--- config.mk ---
export PLATFORM = sky130hd
export DESIGN_NAME = ubus_slave_responder
export DESIGN_NICKNAME = d
export VERILOG_FILES = /design/src/rtl/ubus_rtl_pkg.sv /design/src/rtl/ubus_slave_mem.sv /design/src/rtl/ubus_slave_responder.sv
export SDC_FILE = /design/constraint.sdc
export NUM_CORES = 2
export LEC_CHECK = 0
export CORE_AREA = 5 5 393 395
export DETAILED_ROUTE_END_ITERATION = 6
export DIE_AREA = 0 0 398 400
export DONT_BUFFER_PORTS = 1
export PLACE_DENSITY = 0.81
export SYNTH_ARGS = -nofsm -noshare
export SYNTH_HDL_FRONTEND = slang
export SYNTH_SLANG_ARGS = --single-unit
export TNS_END_PERCENT = 20
--- constraint.sdc ---
create_clock -name sig_clock -period 5.01 [get_ports sig_clock]
set_input_delay 0.501 -clock sig_clock [delete_from_list [all_inputs] [get_ports sig_clock]]
set_output_delay 0.501 -clock sig_clock [all_outputs]
set_load 0.02 [all_outputs]
--- src/rtl/ubus_rtl_pkg.sv ---
// Shared UBus definitions for the slave responder RTL.
// Holds the bus widths, the transfer-size encodings, the responder FSM
// state type and the size-to-byte-count helper.
package ubus_rtl_pkg;

    localparam int unsigned UBUS_DATA_W = 8;
    localparam int unsigned UBUS_ADDR_W = 16;

    // sig_size encodings
    localparam logic [1:0] UBUS_SIZE_1 = 2'b00;
    localparam logic [1:0] UBUS_SIZE_2 = 2'b01;
    localparam logic [1:0] UBUS_SIZE_4 = 2'b10;
    localparam logic [1:0] UBUS_SIZE_8 = 2'b11;

    typedef enum logic [1:0] {
        ST_IDLE  = 2'd0,
        ST_WAIT  = 2'd1,
        ST_DATA  = 2'd2,
        ST_ERROR = 2'd3
    } ubus_slv_state_e;

    // Number of bytes moved by a transfer of the given size code.
    function automatic int ubus_size_to_bytes(input logic [1:0] size);
        int bytes;
        case (size)
            UBUS_SIZE_1: bytes = 1;
            UBUS_SIZE_2: bytes = 2;
            UBUS_SIZE_4: bytes = 4;
            UBUS_SIZE_8: bytes = 8;
            default:     bytes = 1;
        endcase
        return bytes;
    endfunction

endpackage

--- src/rtl/ubus_slave_mem.sv ---
// Byte-wide storage window for the UBus slave.
// Ports: clk; we/waddr/wdata synchronous write; re/raddr load rdata
// register on the rising edge (registered read). No reset: contents and
// the read register survive bus resets.
module ubus_slave_mem
    import ubus_rtl_pkg::*;
#(
    parameter int unsigned MEM_DEPTH = 256,
    localparam int unsigned AW = $clog2(MEM_DEPTH)
) (
    input  logic                   clk,
    input  logic                   we,
    input  logic [AW-1:0]          waddr,
    input  logic [UBUS_DATA_W-1:0] wdata,
    input  logic                   re,
    input  logic [AW-1:0]          raddr,
    output logic [UBUS_DATA_W-1:0] rdata
);

    logic [UBUS_DATA_W-1:0] mem [MEM_DEPTH];

    // Write port
    always_ff @(posedge clk) begin
        if (we) begin
            mem[waddr] <= wdata;
        end
    end

    // Registered read port
    always_ff @(posedge clk) begin
        if (re) begin
            rdata <= mem[raddr];
        end
    end

endmodule

--- src/rtl/ubus_slave_responder.sv ---
// UBus slave responder: claims [ADDR_BASE, ADDR_BASE+MEM_DEPTH-1], answers
// reads/writes of 1/2/4/8 bytes from a local byte memory, inserting
// WAIT_STATES wait cycles before every byte.
// Ports:
//   sig_clock, sig_reset      clock, async active-high reset
//   sig_start/addr/size       address phase (valid when sig_start=1)
//   sig_read/sig_write        transfer direction
//   sig_bip                   burst-in-progress (sampled, not used)
//   sig_data_in               write data from master
//   sig_data_out/sig_data_oe  read data and its drive enable
//   sig_wait, sig_error       slave wait request, error response
module ubus_slave_responder
    import ubus_rtl_pkg::*;
#(
    parameter logic [UBUS_ADDR_W-1:0] ADDR_BASE   = 16'h0000,
    parameter int unsigned            MEM_DEPTH   = 256,
    parameter int unsigned            WAIT_STATES = 0
) (
    input  logic                   sig_clock,
    input  logic                   sig_reset,
    input  logic                   sig_start,
    input  logic [UBUS_ADDR_W-1:0] sig_addr,
    input  logic [1:0]             sig_size,
    input  logic                   sig_read,
    input  logic                   sig_write,
    input  logic                   sig_bip,
    input  logic [UBUS_DATA_W-1:0] sig_data_in,
    output logic [UBUS_DATA_W-1:0] sig_data_out,
    output logic                   sig_data_oe,
    output logic                   sig_wait,
    output logic                   sig_error
);

    localparam int unsigned OFF_W   = $clog2(MEM_DEPTH);
    localparam int unsigned CNT_W   = 3;
    localparam int unsigned BYTES_W = 4;
    localparam int unsigned REL_W   = UBUS_ADDR_W + 1;
    localparam logic [CNT_W-1:0] WAIT_RELOAD =
        (WAIT_STATES > 0) ? CNT_W'(WAIT_STATES - 1) : '0;
    localparam logic [REL_W-1:0] DEPTH_EXT = REL_W'(MEM_DEPTH);

    ubus_slv_state_e        state_q, state_d;
    logic [OFF_W-1:0]       offset_q, offset_d;
    logic [BYTES_W-1:0]     bytes_q, bytes_d;
    logic [CNT_W-1:0]       cnt_q, cnt_d;
    logic                   dir_rd_q, dir_rd_d;
    logic                   wait_d, error_d, oe_d;
    logic                   wait_q, error_q, oe_q;
    logic                   mem_we_c;
    logic                   mem_re_c;
    logic [REL_W-1:0]       rel_addr_c;
    logic                   selected_c;
    logic [UBUS_DATA_W-1:0] mem_rdata;

    // Burst-in-progress carries no information the slave needs.
    logic unused_bip;
    assign unused_bip = sig_bip;

    // Address decode; extra bit keeps ADDR_BASE+MEM_DEPTH from overflowing.
    assign rel_addr_c = REL_W'(sig_addr) - REL_W'(ADDR_BASE);
    assign selected_c = (sig_addr >= ADDR_BASE) && (rel_addr_c < DEPTH_EXT);

    // State and registered outputs
    always_ff @(posedge sig_clock or posedge sig_reset) begin
        if (sig_reset) begin
            state_q  <= ST_IDLE;
            offset_q <= '0;
            bytes_q  <= '0;
            cnt_q    <= '0;
            dir_rd_q <= 1'b0;
            wait_q   <= 1'b0;
            error_q  <= 1'b0;
            oe_q     <= 1'b0;
        end else begin
            state_q  <= state_d;
            offset_q <= offset_d;
            bytes_q  <= bytes_d;
            cnt_q    <= cnt_d;
            dir_rd_q <= dir_rd_d;
            wait_q   <= wait_d;
            error_q  <= error_d;
            oe_q     <= oe_d;
        end
    end

    // Next-state, counters and next output values
    always_comb begin
        state_d  = state_q;
        offset_d = offset_q;
        bytes_d  = bytes_q;
        cnt_d    = cnt_q;
        dir_rd_d = dir_rd_q;
        mem_we_c = 1'b0;

        case (state_q)
            ST_IDLE: begin
                if (sig_start && selected_c) begin
                    if (sig_read && sig_write) begin
                        state_d = ST_ERROR;
                    end else if (sig_read ^ sig_write) begin
                        offset_d = rel_addr_c[OFF_W-1:0];
                        bytes_d  = BYTES_W'(ubus_size_to_bytes(sig_size));
                        dir_rd_d = sig_read;
                        if (WAIT_STATES > 0) begin
                            state_d = ST_WAIT;
                            cnt_d   = WAIT_RELOAD;
                        end else begin
                            state_d = ST_DATA;
                        end
                    end
                end
            end
            ST_WAIT: begin
                if (cnt_q == '0) begin
                    state_d = ST_DATA;
                end else begin
                    cnt_d = cnt_q - 1'b1;
                end
            end
            ST_DATA: begin
                mem_we_c = ~dir_rd_q;
                if (bytes_q > BYTES_W'(1)) begin
                    bytes_d  = bytes_q - 1'b1;
                    // Offset wraps naturally at the window top.
                    offset_d = offset_q + 1'b1;
                    if (WAIT_STATES > 0) begin
                        state_d = ST_WAIT;
                        cnt_d   = WAIT_RELOAD;
                    end else begin
                        state_d = ST_DATA;
                    end
                end else begin
                    state_d = ST_IDLE;
                end
            end
            ST_ERROR: begin
                state_d = ST_IDLE;
            end
            default: begin
                state_d = ST_IDLE;
            end
        endcase

        wait_d   = (state_d == ST_WAIT);
        error_d  = (state_d == ST_ERROR);
        oe_d     = (state_d == ST_DATA) && dir_rd_d;
        // Read register loads on the edge entering each read DATA cycle.
        mem_re_c = oe_d;
    end

    ubus_slave_mem #(
        .MEM_DEPTH (MEM_DEPTH)
    ) u_mem (
        .clk   (sig_clock),
        .we    (mem_we_c),
        .waddr (offset_q),
        .wdata (sig_data_in),
        .re    (mem_re_c),
        .raddr (offset_d),
        .rdata (mem_rdata)
    );

    // Memory read register is not reset, so gate it with the reset-cleared enable.
    assign sig_data_out = oe_q ? mem_rdata : '0;
    assign sig_data_oe  = oe_q;
    assign sig_wait     = wait_q;
    assign sig_error    = error_q;

endmodule

==> flow_summary.json <==
{
  "cp_max_fo": 68,
  "relSlewSlack_pct": -8.53,
  "synth_flop_cell": "edfxtp_1",
  "crit_path_end_kind": "flop",
  "cts.htree.levels": 4,
  "ys_ff_latch": 2077,
  "layoutNonFillerInstCount": 8247,
  "hp-class": "primary input to flop",
  "syn_area_sq_um": 82200,
  "critPathBufInv": 5,
  "rr_startpoint": "bytes_q[0]",
  "synth-edff-count": 2056,
  "core_area_sq_um": 151000,
  "multi_input_area_sq_um": 18100,
  "nFillCells": 10542,
  "drt_iter0_drc": 8921,
  "cp-start-kind": "flop",
  "rows": 143,
  "numCtsBuffers": 194,
  "max_stage_delay_ns": 0.67,
  "drc": 1,
  "critPathKind": "flop to flop",
  "period_needed_ns": 5.01,
  "ir_worst_vdd_mv": 0.384,
  "area_delta_synth_final_pct": 10.9,
  "track_usage_pct": 27.0,
  "grt_max_degree": 257,
  "grt_setup_unrepaired": "true",
  "synth_seq_area_share_pct": 75.8,
  "clockPowerShare_pct": 39.3,
  "place.port_buffers": 0,
  "first_pass_iters": 7,
  "clk_pin_slew_ns": 0.07,
  "seqPwrFrac_pct": 54.8,
  "cp_top_family": "compound AO/OA/AOI/OAI gates",
  "synthCells": 6077,
  "root_buffer": "clkbuf_16",
  "power.density_nw_per_um2": 383,
  "ys.warnings.count": 0,
  "grt_pass1_vias": 50512,
  "synth.largest_area_cell": "edfxtp_1",
  "drv_cap": 0,
  "hold_viol": 0,
  "ys_async_sr_fraction_pct": 1.01,
  "dieArea_sq_um": 159000,
  "insertion_delay_ns": 0.83,
  "drive_gt1_share_pct": 7.74,
  "fmax_mhz": 200,
  "min_path_cells": 1,
  "reg2reg_depth": 16,
  "die_h_um": 400,
  "finalCritPeriodShare_pct": 99.9,
  "p_switching_mw": 7.75,
  "setup_tns_ns": 0,
  "dpl.cell_count": 7872,
  "final-max-slew-violation-count": 172,
  "hp-start": "sig_data_in[4]",
  "routed_wl_mm": 218,
  "p_int_mw": 27.2,
  "finalSetupViolations": 0,
  "leakage_nw": 29.5,
  "worst_pin_slew_ns": 1.63,
  "ant_nets": 0,
  "worst_r2r_endpoint": "u_mem.rdata[6]",
  "overflow": 0,
  "via_per_inst": 6.43,
  "utilization_pct": 60.4,
  "rrSetupSlack_ns": 0.005,
  "synth_nets": 6118,
  "clk_path_buf_depth": 3,
  "cpMostUsedCell": "buf_4",
  "cts_setup_buffers": 0,
  "ff_latch_area_sq_um": 62300,
  "failed_checks": "design-rule violations, max-slew violations",
  "vias": 53049,
  "tritoncts": "yes",
  "fin_skew_ns": 0.0276,
  "critical_path_required_ns": 5.58,
  "die_w_um": 398,
  "gp_congestion": 0.897,
  "nets": 6100,
  "dp_hpwl_mm": 121,
  "cts.sinks": 2077,
  "synth_cell_types": 71,
  "path_cells": "inv_1 -> ha_1 -> or2_2 -> a21oi_1 -> a32oi_4 -> buf_4 -> and3_1 -> a2111oi_1 -> buf_4 -> a211o_1 -> a311oi_1 -> a311oi_1 -> buf_4 -> nand4_1 -> buf_4 -> a2111o_1",
  "io_pins": 43,
  "combPwrFrac_pct": 5.8,
  "grt_pass1_wl_mm": 321,
  "synth.area.top_cells": "edfxtp_1, nand2_1, nand3_1, a31oi_1, mux2i_1",
  "slowest_stage": "a2111oi_1",
  "yosys.area.top_type_share_pct": 75.1,
  "crit_arrival_ns": 5.58,
  "status": "finished with violations",
  "hold_end": "u_mem.mem[14][4]",
  "wl_per_cell_um": 26.5,
  "initial_core_util_pct": 54.5,
  "syn_area_per_cell_sq_um": 13.5,
  "switching_share_pct": 22.2,
  "antenna_found_initial": 7
}
cell usage after synthesis, types with 31 or more instances:
| master | n |
|---|---|
| nand4_1 | 138 |
| nand2_1 | 1690 |
| a2111oi_0 | 53 |
| edfxtp_1 | 2056 |
| a32oi_1 | 86 |
| and3_1 | 124 |
| clkbuf_1 | 182 |
| a31oi_1 | 256 |
| buf_2 | 150 |
| mux2i_1 | 132 |
| buf_1 | 62 |
| a211oi_1 | 32 |
| nor2_1 | 277 |
| a21oi_1 | 32 |
| nand3_1 | 532 |
| o21ai_0 | 31 |
layout make-up:
type | instances | area share, %
diodes | 3 | 0.00824
clock buffers | 255 | 5.68
clock inverters | 96 | 0.719
inverters | 18 | 0.0851
multi-input cells | 3573 | 19.9
flip-flops and latches | 2077 | 68.3
well taps | 2030 | 2.79
repair buffers | 195 | 2.53
repair_timing:
item | 4_1_cts | 5_1_grt
pin swaps | 0 | 1
hold buffers | 20 | 0
hold endpoints to repair | 1894 | 0
resized for setup | 2 | 4
cloned | 0 | 1
endpoints found under the setup margin | 8 | 8
worst reg2reg max path: cells and delay by family, from the launching register on:
kind / cells / cell delay (ns)
buffers and inverters: 5 / 1.04
AND/OR/NAND/NOR: 3 / 0.82
flip-flops: 1 / 0.43
AO/OA/AOI/OAI: 7 / 2.25
adder cells (fa/ha/maj): 1 / 0.23
power by group through the flow:
stage | registers (mW) | clock network, mW | logic, mW
after floorplan | 19.5 | 0 | 0.958
after global placement | 19.5 | 0 | 1.59
after detailed placement | 19.5 | 0 | 1.62
after CTS | 19.1 | 13.8 | 1.98
after global routing | 19.1 | 14.5 | 2.12
final | 19.1 | 13.7 | 2.04
cell families after synthesis:
kind of cell / count (synthesis) / synth area share, %
multiplexers: 132 / 1.61
adder cells (fa/ha/maj): 9 / 0.137
buffers and inverters: 427 / 2.27
XOR/XNOR: 2 / 0.0213
flip-flops: 2077 / 75.8
AO/OA/AOI/OAI: 591 / 5.21
AND/OR/NAND/NOR: 2839 / 15.0
placed cells by master, fill, tap and decap left out, types with 51 or more instances in the layout:
master,count
clkbuf_1,54
buf_4,128
and3_1,124
a32oi_1,85
mux2i_1,132
nor2_1,277
a31oi_1,256
clkbuf_16,197
nand2_1,1687
nand3_1,531
a2111oi_0,51
edfxtp_1,2056
nand4_1,138
flip-flops by register name, summed over array words and instances, names as in the netlist:
name,count
sig_error,1
state_q,2
offset_q,8
cnt_q,3
sig_wait,1
u_mem.rdata,8
u_mem.mem,2048
bytes_q,4
dir_rd_q,1
sig_data_oe,1
worst max path at each step:
stage / from / to / slack (ns) / cells after the start
after floorplan: sig_read / u_mem.rdata[6] / 1.14 / 14
after global placement: sig_read / u_mem.rdata[5] / -0.16 / 12
after detailed placement: sig_read / u_mem.rdata[5] / -0.41 / 12
after CTS: bytes_q[0] / u_mem.rdata[6] / 0.10 / 16
after global routing: bytes_q[0] / u_mem.rdata[6] / -0.07 / 16
final: bytes_q[0] / u_mem.rdata[6] / 0.005 / 16
through the flow:
stage | hold WS (ns) | setup WS, ns | power (mW) | cell area, sq um
floorplan | 0.478 | 1.14 | 20.4 | 82200
global placement | 0.511 | -0.162 | 21.1 | 84800
detailed placement | 0.522 | -0.415 | 21.1 | 84800
CTS | 0.0435 | 0.101 | 34.9 | 91100
global route | 0.0632 | -0.0743 | 35.7 | 91100
finish | 0.0815 | 0.00495 | 34.9 | 91100
routing by layer:
metal  GRT usage, %  wire (um)  vias to the layer above
met4           13.9      12500                        2
met2           41.3      99600                     4065
met1           35.7      75500                    25717
met3           7.53      30600                      661
li1               -          -                    22604
met5              0         18                        -
(Power assumes the default switching activity.)
